`src/rtl/tmp_pkg.sv`:
```
// Shared definitions for the temperature-sensor datapath: decimator state
// encoding and default oversampling/settling constants used by the controller too.
package tmp_pkg;

    typedef enum logic [1:0] {
        TD_IDLE   = 2'd0,
        TD_SETTLE = 2'd1,
        TD_ACCUM  = 2'd2
    } td_state_e;

    localparam int TMP_OSR_LOG2_DEF = 8;
    localparam int TMP_SETTLE_DEF   = 4;

endpackage

```
`src/rtl/tmp_out_slot.sv`:
```
// Single-entry result register with valid/ready, overwrite-on-new-result and a
// sticky overrun flag.
module tmp_out_slot #(
    parameter int CODE_W = 9
) (
    input  logic              clk,
    input  logic              reset_n,
    input  logic              load,
    input  logic [CODE_W-1:0] load_code,
    input  logic              clr_overrun,
    input  logic              out_ready,
    output logic [CODE_W-1:0] out_code,
    output logic              out_valid,
    output logic              overrun
);

    always_ff @(posedge clk or negedge reset_n) begin
        if (!reset_n) begin
            out_code  <= '0;
            out_valid <= 1'b0;
            overrun   <= 1'b0;
        end else begin
            if (load) begin
                out_code  <= load_code;
                out_valid <= 1'b1;
                // A new result lands on an untaken one only if nobody takes it now
                if (out_valid && !out_ready)
                    overrun <= 1'b1;
            end else begin
                if (out_valid && out_ready)
                    out_valid <= 1'b0;
                if (clr_overrun)
                    overrun <= 1'b0;
            end
        end
    end

endmodule

```
`src/rtl/tmp_decimator.sv`:
```
// Sinc1 decimator: counts comparator ones over a 2^OSR_LOG2 window after
// discarding SETTLE decisions, and hands the code to an output slot.
module tmp_decimator import tmp_pkg::*; #(
    parameter  int OSR_LOG2 = TMP_OSR_LOG2_DEF,
    parameter  int SETTLE   = TMP_SETTLE_DEF,
    localparam int CODE_W   = OSR_LOG2 + 1
) (
    input  logic              clk,
    input  logic              reset_n,
    input  logic              start,
    input  logic              continuous,
    input  logic              abort,
    input  logic              sample,
    input  logic              cmp,
    output logic [CODE_W-1:0] out_code,
    output logic              out_valid,
    input  logic              out_ready,
    output logic              busy,
    output logic              overrun
);

    // scnt doubles as the settle counter, so it must also hold SETTLE-1 (up to 14)
    localparam int SCNT_W = (OSR_LOG2 > 4) ? OSR_LOG2 : 4;
    localparam logic [SCNT_W-1:0] WIN_LAST    = SCNT_W'((2 ** OSR_LOG2) - 1);
    localparam logic [SCNT_W-1:0] SETTLE_LAST = SCNT_W'((SETTLE > 0) ? SETTLE - 1 : 0);

    td_state_e         state, state_nxt;
    logic [CODE_W-1:0] acc, acc_nxt;
    logic [SCNT_W-1:0] scnt, scnt_nxt;
    logic              win_end;
    logic              clr_ovr;
    logic [CODE_W-1:0] cmp_ext;
    logic [CODE_W-1:0] win_code;

    assign cmp_ext  = {{(CODE_W-1){1'b0}}, cmp};
    assign win_code = acc + cmp_ext;
    assign busy     = (state != TD_IDLE);

    always_ff @(posedge clk or negedge reset_n) begin
        if (!reset_n) begin
            state <= TD_IDLE;
            acc   <= '0;
            scnt  <= '0;
        end else begin
            state <= state_nxt;
            acc   <= acc_nxt;
            scnt  <= scnt_nxt;
        end
    end

    always_comb begin
        state_nxt = state;
        acc_nxt   = acc;
        scnt_nxt  = scnt;
        win_end   = 1'b0;
        clr_ovr   = 1'b0;
        unique case (state)
            TD_IDLE: begin
                if (start && !abort) begin
                    state_nxt = (SETTLE > 0) ? TD_SETTLE : TD_ACCUM;
                    acc_nxt   = '0;
                    scnt_nxt  = '0;
                    clr_ovr   = 1'b1;
                end
            end
            TD_SETTLE: begin
                if (abort) begin
                    state_nxt = TD_IDLE;
                    acc_nxt   = '0;
                    scnt_nxt  = '0;
                end else if (sample) begin
                    if (scnt == SETTLE_LAST) begin
                        state_nxt = TD_ACCUM;
                        scnt_nxt  = '0;
                    end else begin
                        scnt_nxt = scnt + SCNT_W'(1);
                    end
                end
            end
            TD_ACCUM: begin
                if (abort) begin
                    state_nxt = TD_IDLE;
                    acc_nxt   = '0;
                    scnt_nxt  = '0;
                end else if (sample) begin
                    if (scnt == WIN_LAST) begin
                        // Continuous mode rolls straight into the next window
                        win_end  = 1'b1;
                        acc_nxt  = '0;
                        scnt_nxt = '0;
                        if (!continuous)
                            state_nxt = TD_IDLE;
                    end else begin
                        acc_nxt  = acc + cmp_ext;
                        scnt_nxt = scnt + SCNT_W'(1);
                    end
                end
            end
            default: begin
                state_nxt = TD_IDLE;
                acc_nxt   = '0;
                scnt_nxt  = '0;
            end
        endcase
    end

    tmp_out_slot #(
        .CODE_W (CODE_W)
    ) u_slot (
        .clk         (clk),
        .reset_n     (reset_n),
        .load        (win_end),
        .load_code   (win_code),
        .clr_overrun (clr_ovr),
        .out_ready   (out_ready),
        .out_code    (out_code),
        .out_valid   (out_valid),
        .overrun     (overrun)
    );

endmodule

```
`config.mk`:
```
export PLATFORM = sky130hd
export DESIGN_NAME = tmp_decimator
export DESIGN_NICKNAME = d
export VERILOG_FILES = /design/src/rtl/tmp_pkg.sv /design/src/rtl/tmp_out_slot.sv /design/src/rtl/tmp_decimator.sv
export SDC_FILE = /design/constraint.sdc
export NUM_CORES = 1
export LEC_CHECK = 0
export ABC_AREA = 1
export CAP_MARGIN = 20
export CORE_MARGIN = 2
export CORE_UTILIZATION = 50
export DETAILED_ROUTE_END_ITERATION = 6
export GPL_ROUTABILITY_DRIVEN = 0
export GPL_TIMING_DRIVEN = 0
export PLACE_DENSITY = 0.75
export SYNTH_ARGS = -nofsm -noshare
export SYNTH_HDL_FRONTEND = slang
export SYNTH_SLANG_ARGS = --single-unit
```
`constraint.sdc`:
```
create_clock -name clk -period 1.6 [get_ports clk]
set_input_delay 0.32 -clock clk [delete_from_list [all_inputs] [get_ports clk]]
set_output_delay 0.32 -clock clk [all_outputs]
set_load 0.1 [all_outputs]
```
==> results of run 1 <==
-- cells by family (layout without fill, tap and decap cells) --
kind of cell	Yosys count	after routing	synth area share (%)
AO/OA/AOI/OAI	17	17	6.466
adder cells (fa/ha/maj)	7	7	5.143
buffers and inverters	32	72	7.788
flip-flops	30	30	44.09
XOR/XNOR	5	5	2.572
AND/OR/NAND/NOR	124	125	33.94
-- per-layer routing --
metal | part of all wire, % | up-vias
met4 | 2.1 | 0
met5 | 0 | -
met3 | 2.2 | 10
li1 | - | 750
met1 | 45 | 718
met2 | 51 | 23
-- worst max-delay path by stage --
| stage | start | endpoint | slack (ns) | cells after the start |
|---|---|---|---|---|
| after global placement | state[1] | busy | -0.54 | 4 |
| after detailed placement | state[0] | busy | -0.55 | 4 |
| after floorplan | state[1] | u_slot.overrun | 0.004 | 5 |
| final | state[1] | busy | 0.0002 | 4 |
| after CTS | state[1] | busy | -0.005 | 4 |
| after global routing | state[0] | u_slot.out_code[8] | -0.05 | 10 |
-- synth_stat cells --
library cell  number
dfrtp_1           30
nand2_1           72
o21ai_2            3
nor3_1             3
a21oi_4            1
o22ai_1            2
nor2_1            18
inv_1             26
o21ai_0            8
nand3_1           14
nand2_2            4
ha_1               7
nor2_8             1
nor2_4             5
inv_2              3
nand4_1            4
inv_4              2
nor2_2             1
a21oi_1            1
nand2_4            2
xor2_1             5
buf_6              1
o21ai_1            2
-- repair_timing --
item,4_1_cts,5_1_grt
endpoints found under the setup margin,31,35
setup buffers,2,10
resized for setup,49,31
pin swaps,1,8
gates cloned,0,1
-- stage by stage --
stage / utilization, % / power, W
detailed placement: 60.36 / 0.001818
CTS: 63.19 / 0.002330
global route: 68.29 / 0.002806
floorplan: - / 0.001595
global placement: 59.52 / 0.001799
finish: 68.29 / 0.002643
-- area by class of cell --
cell class              count  area share (%)
repair buffers             32           14.17
multi-input cells         154           41.39
well taps                  46           2.546
plain buffers               1          0.4981
flip-flops and latches     30           33.20
clock buffers               7           2.435
inverters                  31           5.534
clock inverters             1          0.2214
-- worst register-to-register path: stages (launching register included) --
cell	delay [ns]
dfrtp_1	0.41
inv_2	0.10
ha_2	0.19
inv_2	0.05
nor2_4	0.12
nand2_2	0.08
nor2_4	0.18
inv_4	0.06
buf_6	0.15
nand2_1	0.06
nand2_1	0.05
-- state kept, by name, summed over array words and instances, names as in the netlist --
register,flops
state,2
acc,9
scnt,8
u_slot.out_code,9
u_slot.overrun,1
u_slot.out_valid,1
-- power breakdown --
part / internal (W) / leakage (nW) / switching [W] / total, W
clock network: 0.000213 / 0.0353 / 0.000273 / 0.000486
registers: 0.000807 / 0.412 / 0.0000491 / 0.000856
logic: 0.000499 / 0.650 / 0.000802 / 0.00130
total: 0.00152 / 1.10 / 0.00112 / 0.00264
==> run_results.csv, run 1 <==
group,metric,value,unit
grt,grtUsageMet3,3.442,%
clock_network,cts_root_buffer,"clkbuf_4",
routing,via_count,1501,
routing,route.detailed.drc,0,
timing,worst_slew_pin_slew,0.6261,ns
critical_path,critPathBufInv,3,
finish,finalNonFillerCells,302,
grt,grtUsageMet1,22.26,%
timing,setup_viol,0,
timing,rsz0062_at_grt,"true",
timing,period_needed,1.600,ns
finish,nNetsFinal,270,
routing,wl,3.580,mm
yosys,syn_area_per_cell,7.920,µm²
power,p_leak,1.097,nW
critical_path,startpoint_type,"register",
grt,grt_first_pass_wirelength,5.858,mm
clock_network,clkLatencyLatePin,0.34,ns
finish,final_common_cell,"nand2_1",
grt,grt_use_met2,33.02,%
yosys,netlist.top_cell.by_area,"dfrtp_1",
finish,final_cell_mix,"nand2_1 (67), dfrtp_1 (30), inv_1 (22)",
critical_path,reg2reg_depth,10,
floorplanning,die_x,62.36,µm
finish,final_layout_size_suffix_gt1_share,30.08,%
critical_path,reg2reg_slack,0.05,ns
timing,drv_slew,0,
routing,vias_per_cell,4.970,
floorplanning,start_util,51.44,%
floorplanning,core_area,0.003311,mm²
timing,fin_hold_ws,0.3613,ns
critical_path,required,1.28,ns
yosys,synth_cells,215,
finish,nFillCells,264,
finish,antenna_cells,0,
routing,drt_iter0_markers,66,
critical_path,worst-path-max-fanout,3,
place,dpl.cell_count,281,
finish,areaGrowthSynthToFinish,32.77,%
grt,track_usage,18.80,%
timing,postLayoutSetupSlackWorst,0.0002306,ns
grt,grt-busiest-layer,"met2",
timing,setup_tns,0,ns
finish,fin_area,0.002261,mm²
power,vdd_ir_drop_max,761.7,µV
grt,grt_max_degree,20,
critical_path,worst_path_max_delay_cell,"dfrtp_1",
clock_network,cts.sinks,30,
place,placed_area,0.001998,mm²
yosys,yosys.area.top_type_share,44.09,%
routing,firstDrtPassIters,4,
floorplanning,die_area,0.003889,mm²
floorplanning,io_pins,20,
critical_path,rr_startpoint,"state[0]",
floorplanning,num_rows,21,
place,placement.io_buffers,19,
timing,slew_headroom,58.13,%
power,power_density,1169,mW/mm²
status,status,"finished clean",
run,max_cap_violations,0,
clock_network,htreeDepth,2,
critical_path,cp_top_family,"flip-flops",
grt,antenna_found_initial,0,
clock_network,clkTransAtPathRegs,0.10,ns
critical_path,worstSetupPathType,"register to primary output",
finish,ff_latch_area,750.7,µm²
timing,fmax,0.6251,GHz
clock_network,cts_tree,"built",
floorplanning,dieHeight,62.36,µm
clock_network,cts_buffer_depth,2,
critical_path,r2r_end,"u_slot.out_code[6]",
yosys,ys_types,23,
yosys,synth.net_count,230,
grt,grt-ovfl-total,0,
grt,grt_pass1_vias,1398,
place,place_ws,-0.5489,ns
min_path,min_path_type,"primary input to async pin",
clock_network,cts_buffers,5,
routing,postRouteAntennaNets,0,
yosys,synthTopCellsByArea,"dfrtp_1 (44%), nand2_1 (16%), inv_1 (5.7%), ha_1 (5.1%), nand3_1 (4.1%)",
finish,multiInputGateArea,935.9,µm²
yosys,ys_seq_area_share,44.09,%
yosys,ys_warn_count,0,
place,place_hpwl,2.436,mm
yosys,syn_area,0.001703,mm²
routing,routedWlPerCell,11.85,µm
timing,post-route-period-util,99.99,%
critical_path,arrival,1.28,ns
clock_network,postCtsHoldBufs,0,
critical_path,cp-end-kind,"primary output",
timing,hold_violations,0,
critical_path,max_stage_delay,0.42,ns
timing,clock-skew-final,0.009782,ns
yosys,synth_seq_cells,30,
critical_path,path_cells,"inv_2 > ha_4 > clkinvlp_4 > buf_12",
No activity file was read; power rests on OpenSTA's default activity.
==> inputs of run 2 (changes only) <==
ABC_AREA = not set   (was 1)
==> run_results.csv, run 2 <==
group,metric,value,unit
timing,slew_headroom,47.11,%
finish,nFillCells,234,
place,place_ws,-0.6688,ns
grt,grt_max_degree,17,
clock_network,cts_buffers,5,
routing,via_count,1631,
critical_path,worstSetupPathType,"register to register",
yosys,synthArstFlopShare,100.0,%
timing,fmax,0.5436,GHz
routing,route.detailed.drc,0,
clock_network,clkLatencyLatePin,0.35,ns
clock_network,cts_tree,"built",
timing,setup_tns,-2.170,ns
routing,postRouteAntennaNets,0,
floorplanning,dieHeight,62.57,µm
finish,final_layout_size_suffix_gt1_share,42.79,%
yosys,ys_warn_count,0,
critical_path,required,1.83,ns
power,p_leak,1.109,nW
finish,final_cell_mix,"dfrtp_1 (28), buf_4 (21), nand2_1 (15)",
grt,antenna_found_initial,0,
power,vdd_ir_drop_max,779.1,µV
timing,period_needed,1.840,ns
timing,post-route-period-util,115.0,%
clock_network,cts_root_buffer,"clkbuf_4",
floorplanning,die_x,62.57,µm
run,max_cap_violations,0,
finish,final_common_cell,"dfrtp_1",
yosys,syn_area_per_cell,10.21,µm²
yosys,synth_common_cells,"dfrtp_1 (30), nand2_1 (17), nor2_1 (13), o211ai_1 (10), a22o_1 (9)",
routing,firstDrtPassIters,4,
clock_network,postCtsHoldBufs,0,
clock_network,clkTransAtPathRegs,0.10,ns
status,status,"finished with violations",
yosys,ys.flop_type,"dfrtp_1",
critical_path,cp-end-kind,"register",
yosys,yosys.area.top_type_share,43.76,%
yosys,synth_cells,168,
yosys,synth.net_count,183,
grt,grt_first_pass_wirelength,6.713,mm
status,violations,"setup timing",
timing,drv_slew,0,
finish,top_regs,"acc (9), u_slot.out_code (9), scnt (8)",
yosys,synthTopCellsByArea,"dfrtp_1 (44%), ha_1 (5.1%), a22o_1 (4.6%), o211ai_1 (4.4%), nand2_1 (3.7%)",
floorplanning,start_util,51.81,%
grt,grt-ovfl-total,0,
floorplanning,core_area,0.003311,mm²
routing,vias_per_cell,6.086,
routing,drt_iter0_markers,86,
place,placed_area,0.002008,mm²
floorplanning,io_pins,20,
clock_network,htreeDepth,2,
yosys,netlist.top_cell.by_area,"dfrtp_1",
clock_network,cts.sinks,30,
finish,nNetsFinal,236,
critical_path,reg2reg_slack,-0.24,ns
critical_path,startpoint_type,"register",
yosys,synth.most_common_cell,"dfrtp_1",
timing,worst_slew_pin_slew,0.7909,ns
routing,wl,4.954,mm
critical_path,arrival,2.07,ns
floorplanning,num_rows,21,
finish,areaGrowthSynthToFinish,46.83,%
power,power_density,1108,mW/mm²
yosys,synth_edf_count,0,
critical_path,worst-path-max-fanout,3,
yosys,syn_area,0.001715,mm²
finish,fin_area,0.002519,mm²
clock_network,cts_buffer_depth,2,
timing,hold_violations,0,
timing,rsz0062_at_grt,"true",
routing,routedWlPerCell,18.49,µm
yosys,ys_seq_area_share,43.76,%
grt,track_usage,21.81,%
timing,clock-skew-final,0.008669,ns
place,placement.io_buffers,19,
timing,setup_viol,20,
place,place_hpwl,2.681,mm
grt,grt_pass1_vias,1446,
yosys,synth_seq_cells,30,
min_path,min_path_type,"primary input to async pin",
floorplanning,die_area,0.003915,mm²
yosys,ys_types,46,
timing,postLayoutSetupSlackWorst,-0.2396,ns
finish,antenna_cells,0,
[run 2: worst max-delay path: stages (launching register included)]
cell	delay, ns
dfrtp_1	0.42
inv_2	0.08
ha_4	0.17
or2_4	0.24
a22oi_1	0.26
o211ai_1	0.21
o311ai_1	0.34
[run 2: path summary, 6_finish.rpt]
kind                               startpoint                  to  cells after the start
max                                  state[1]             scnt[5]                      6
min                                   reset_n  u_slot.out_code[3]                      1
max reg2reg                          state[1]             scnt[5]                      6
min reg2reg                u_slot.out_code[0]  u_slot.out_code[0]                      1
max in group asynchronous             reset_n             scnt[6]                      2
min in group clk                          cmp  u_slot.out_code[0]                      3
[run 2: area by class of cell]
type / instances / area [µm²] / share of cell area [%]
Multi-Input combinational cell: 132 / 1170 / 46.45
Sequential cell: 30 / 753.2 / 29.91
Timing Repair Buffer: 46 / 415.4 / 16.49
Clock buffer: 8 / 78.83 / 3.130
Tap cell: 46 / 57.56 / 2.285
Buffer: 3 / 27.53 / 1.093
Inverter: 3 / 16.27 / 0.6458
[run 2: report_power, final]
part / internal, W / leakage, nW / switching, W / total (W)
clock: 0.000300 / 0.0446 / 0.000278 / 0.000578
combinational: 0.000640 / 0.651 / 0.000731 / 0.00137
sequential: 0.000794 / 0.413 / 0.0000466 / 0.000841
[run 2: per-layer routing]
layer / routed length, µm / track usage [%] / vias to the layer above
met5: 0 / 0 / -
met1: 2105 / 29.53 / 807
met4: 78 / 9.722 / 0
met2: 2411 / 33.87 / 77
met3: 358 / 4.505 / 9
li1: - / - / 738
[run 2: stage by stage]
stage / util [%] / instances / total power, W / hold WS (ns)
3_5_place_dp: 60.66 / 234 / 0.001686 / 0.4985
3_3_place_gp: 59.83 / 233 / 0.001635 / 0.4944
5_1_grt: 76.08 / 268 / 0.002900 / 0.4415
6_report: 76.08 / 268 / 0.002790 / 0.4251
4_1_cts: 67.20 / 249 / 0.002416 / 0.4515
2_1_floorplan: - / 168 / 0.001467 / 0.02441
[run 2: cells by family after synthesis]
| group | synth area share [%] |
|---|---|
| AND/OR/NAND/NOR | 21.37 |
| AO/OA/AOI/OAI | 20.50 |
| flip-flops | 43.76 |
| XOR/XNOR | 3.574 |
| buffers and inverters | 2.552 |
| adder cells (fa/ha/maj) | 5.106 |
| multiplexers | 3.136 |
[run 2: timing repair]
item	in CTS	in global routing
setup endpoints to repair	41	37
cloned	0	2
setup buffers	7	18
gates resized for setup	62	62
pin swaps	13	19
hold endpoints to repair	0	0
==> inputs of run 3 (changes only) <==
CORE_UTILIZATION = 49   (was 50)
CTS_BUF_LIST = sky130_fd_sc_hd__clkbuf_16   (was not set)
PLACE_DENSITY = 0.74   (was 0.75)
SYNTH_HIERARCHICAL = 1   (was not set)
==> run_results.csv, run 3 <==
group,metric,value,unit
timing,drv_slew,0,
yosys,syn_area,0.001639,mm²
critical_path,worstSetupPathType,"register to register",
grt,grt-ovfl-total,0,
power,power_density,1228,mW/mm²
yosys,synth.most_common_cell,"dfrtp_1",
power,power_frac_seq,26.9,%
critical_path,worst-path-max-fanout,8,
routing,via_count,1447,
clock_network,postCtsHoldBufs,0,
finish,fin_area,0.002552,mm²
timing,rsz0062_at_grt,"true",
power,p_int,0.002001,W
min_path,holdPathStages,3,
floorplanning,die_x,61.84,µm
clock_network,cts_root_buffer,"clkbuf_16",
floorplanning,start_util,52.40,%
yosys,ys_types,36,
grt,grt_max_degree,17,
place,placement.io_buffers,19,
critical_path,required,1.76,ns
grt,track_usage,23.70,%
place,place_hpwl,2.436,mm
grt,grt_pass1_vias,1416,
min_path,min_path_type,"primary input to register",
routing,vias_per_cell,5.882,
timing,hold_violations,0,
grt,antenna_found_initial,0,
yosys,synthArstFlopShare,100.0,%
finish,areaGrowthSynthToFinish,55.73,%
yosys,syn_area_per_cell,10.78,µm²
finish,final_common_cell,"dfrtp_1",
power,vdd_ir_drop_max,853.1,µV
timing,fmax,0.5570,GHz
routing,drt_iter0_markers,90,
place,placed_area,0.001926,mm²
yosys,ys.flop_type,"dfrtp_1",
finish,top_regs,"acc (9), u_slot/out_code (9), scnt (8)",
power,power_switching,0.001135,W
clock_network,cts_tree,"built",
yosys,netlist.top_cell.by_area,"dfrtp_1",
power,p_sw_share,36.19,%
yosys,synth.net_count,167,
finish,final_layout_size_suffix_gt1_share,51.49,%
yosys,synth_common_cells,"dfrtp_1 (30), o21ai_0 (17), nand2_1 (12), mux2_4 (10)",
routing,routedWlPerCell,20.34,µm
clock_network,cts_buffers,5,
floorplanning,io_pins,20,
routing,wl,5.004,mm
yosys,synth_cells,152,
grt,grt_first_pass_wirelength,6.492,mm
finish,ff_latch_area,754.5,µm²
finish,final_cell_mix,"dfrtp_1 (27), buf_4 (16), nand2_1 (11), clkdlybuf4s15_2 (11), mux2_4 (10)",
clock_network,cts.sinks,30,
floorplanning,num_rows,20,
yosys,yosys.area.top_type_share,45.80,%
power,power_frac_clock,29.3,%
routing,firstDrtPassIters,5,
timing,clock-skew-final,0.005517,ns
power,p_leak,1.119,nW
timing,postLayoutSetupSlackWorst,-0.1953,ns
yosys,synth_edf_count,0,
clock_network,clkLatencyLatePin,0.28,ns
run,max_cap_violations,0,
critical_path,arrival,1.95,ns
yosys,synth_seq_cells,30,
floorplanning,die_area,0.003824,mm²
floorplanning,dieHeight,61.84,µm
timing,setup_viol,23,
finish,nFillCells,144,
yosys,synthTopCellsByArea,"dfrtp_1 (46%), mux2_4 (9.2%), ha_1 (5.3%), o21ai_0 (5.2%), nand2b_1 (3.1%)",
floorplanning,core_area,0.003128,mm²
timing,slew_headroom,45.41,%
critical_path,cp-end-kind,"register",
timing,worst_slew_pin_slew,0.8163,ns
clock_network,clkTransAtPathRegs,0.05,ns
routing,postRouteAntennaNets,0,
status,status,"finished with violations",
power,combPwrFrac,43.8,%
yosys,ys_warn_count,6,
clock_network,cts_buffer_depth,2,
critical_path,startpoint_type,"register",
critical_path,reg2reg_depth,8,
timing,period_needed,1.795,ns
power,finalPower,0.003136,W
finish,multiInputGateArea,0.001137,mm²
timing,post-route-period-util,112.2,%
finish,nNetsFinal,216,
clock_network,htreeDepth,2,
finish,antenna_cells,0,
routing,route.detailed.drc,0,
status,violations,"setup timing",
yosys,ys_seq_area_share,45.80,%
[run 3: cell types whose count changed after synthesis, sizes merged, moves of 4 or more]
cell / change
o2111ai: -4
o2bb2ai: +4
o21ai: +12
o211ai: -10
nor2: -4
mux2: +7
a22o: -5
nand2: -4
nor3: -4
a21oi: -5
nand2b: +5
[run 3: logic make-up (layout without fill, tap and decap cells)]
family / count (synthesis) / count (layout) / share of synthesized area (%)
buf+inv: 8 / 58 / 2.290
flops: 30 / 30 / 45.80
simple gates: 52 / 52 / 17.25
xor+xnor: 7 / 7 / 3.741
compound gates: 37 / 37 / 15.80
mux: 11 / 11 / 9.771
fa+ha+maj: 7 / 7 / 5.343
[run 3: final cells by class]
type | count | area share (%)
plain buffers | 2 | 0.8824
clock buffers | 5 | 4.902
clock inverters | 3 | 0.6373
inverters | 6 | 1.127
multi-input cells | 114 | 44.56
flip-flops and latches | 30 | 29.56
well taps | 44 | 2.157
repair buffers | 42 | 16.18
[run 3: per-stage QoR]
stage	utilization [%]	setup TNS (ns)	worst slack [ns]	hold WS, ns	cells
4_1_cts	72.76	-1.895	-0.1730	0.5165	233
3_5_place_dp	61.56	-13.12	-0.6989	0.4962	216
6_report	81.60	-3.385	-0.1953	0.4862	246
2_1_floorplan	-	-0.1684	-0.05526	0.02441	152
3_3_place_gp	61.08	-19.92	-0.6359	0.4921	215
5_1_grt	81.60	-5.297	-0.2596	0.4832	246
[run 3: repair_timing]
item | in CTS | in global routing
gates resized for setup | 73 | 43
cloned | 1 | 0
pin swaps | 2 | 10
setup buffers | 8 | 13
endpoints found under the setup margin | 42 | 30
[run 3: path summary, 6_finish.rpt]
kind / from / to / slack (ns)
min reg2reg: u_slot/out_code[3] / u_slot/out_code[3] / 0.51
max in group asynchronous: reset_n / u_slot/out_code[7] / 0.51
min in group asynchronous: reset_n / state[1] / 0.51
min: cmp / acc[0] / 0.49
max reg2reg: state[0] / scnt[3] / -0.20
max: state[0] / scnt[3] / -0.20
[run 3: critical path, cell delays in order (launching register included)]
cell and delay (ns):
dfrtp_2 0.41, inv_2 0.08, ha_4 0.17, nor2b_4 0.13
buf_6 0.13, o21a_4 0.11, o21ai_4 0.28, nand2b_4 0.28
o31ai_4 0.07
[run 3: power by group through the flow]
stage               Sequential [W]  Clock [W]  Combinational [W]
floorplan                 0.000829          0           0.000630
global placement          0.000832          0           0.000771
detailed placement        0.000839          0           0.000809
CTS                       0.000835   0.000916           0.000972
global route              0.000847   0.000961            0.00143
finish                    0.000844   0.000918            0.00137
[run 3: metal layers]
layer / GRT usage [%] / vias up / part of all wire (%)
met3: 5.176 / 15 / 6.4
met2: 39.85 / 72 / 50
met1: 29.06 / 723 / 40
met4: 10.94 / 0 / 3.2
met5: 0 / - / 0
li1: - / 637 / -
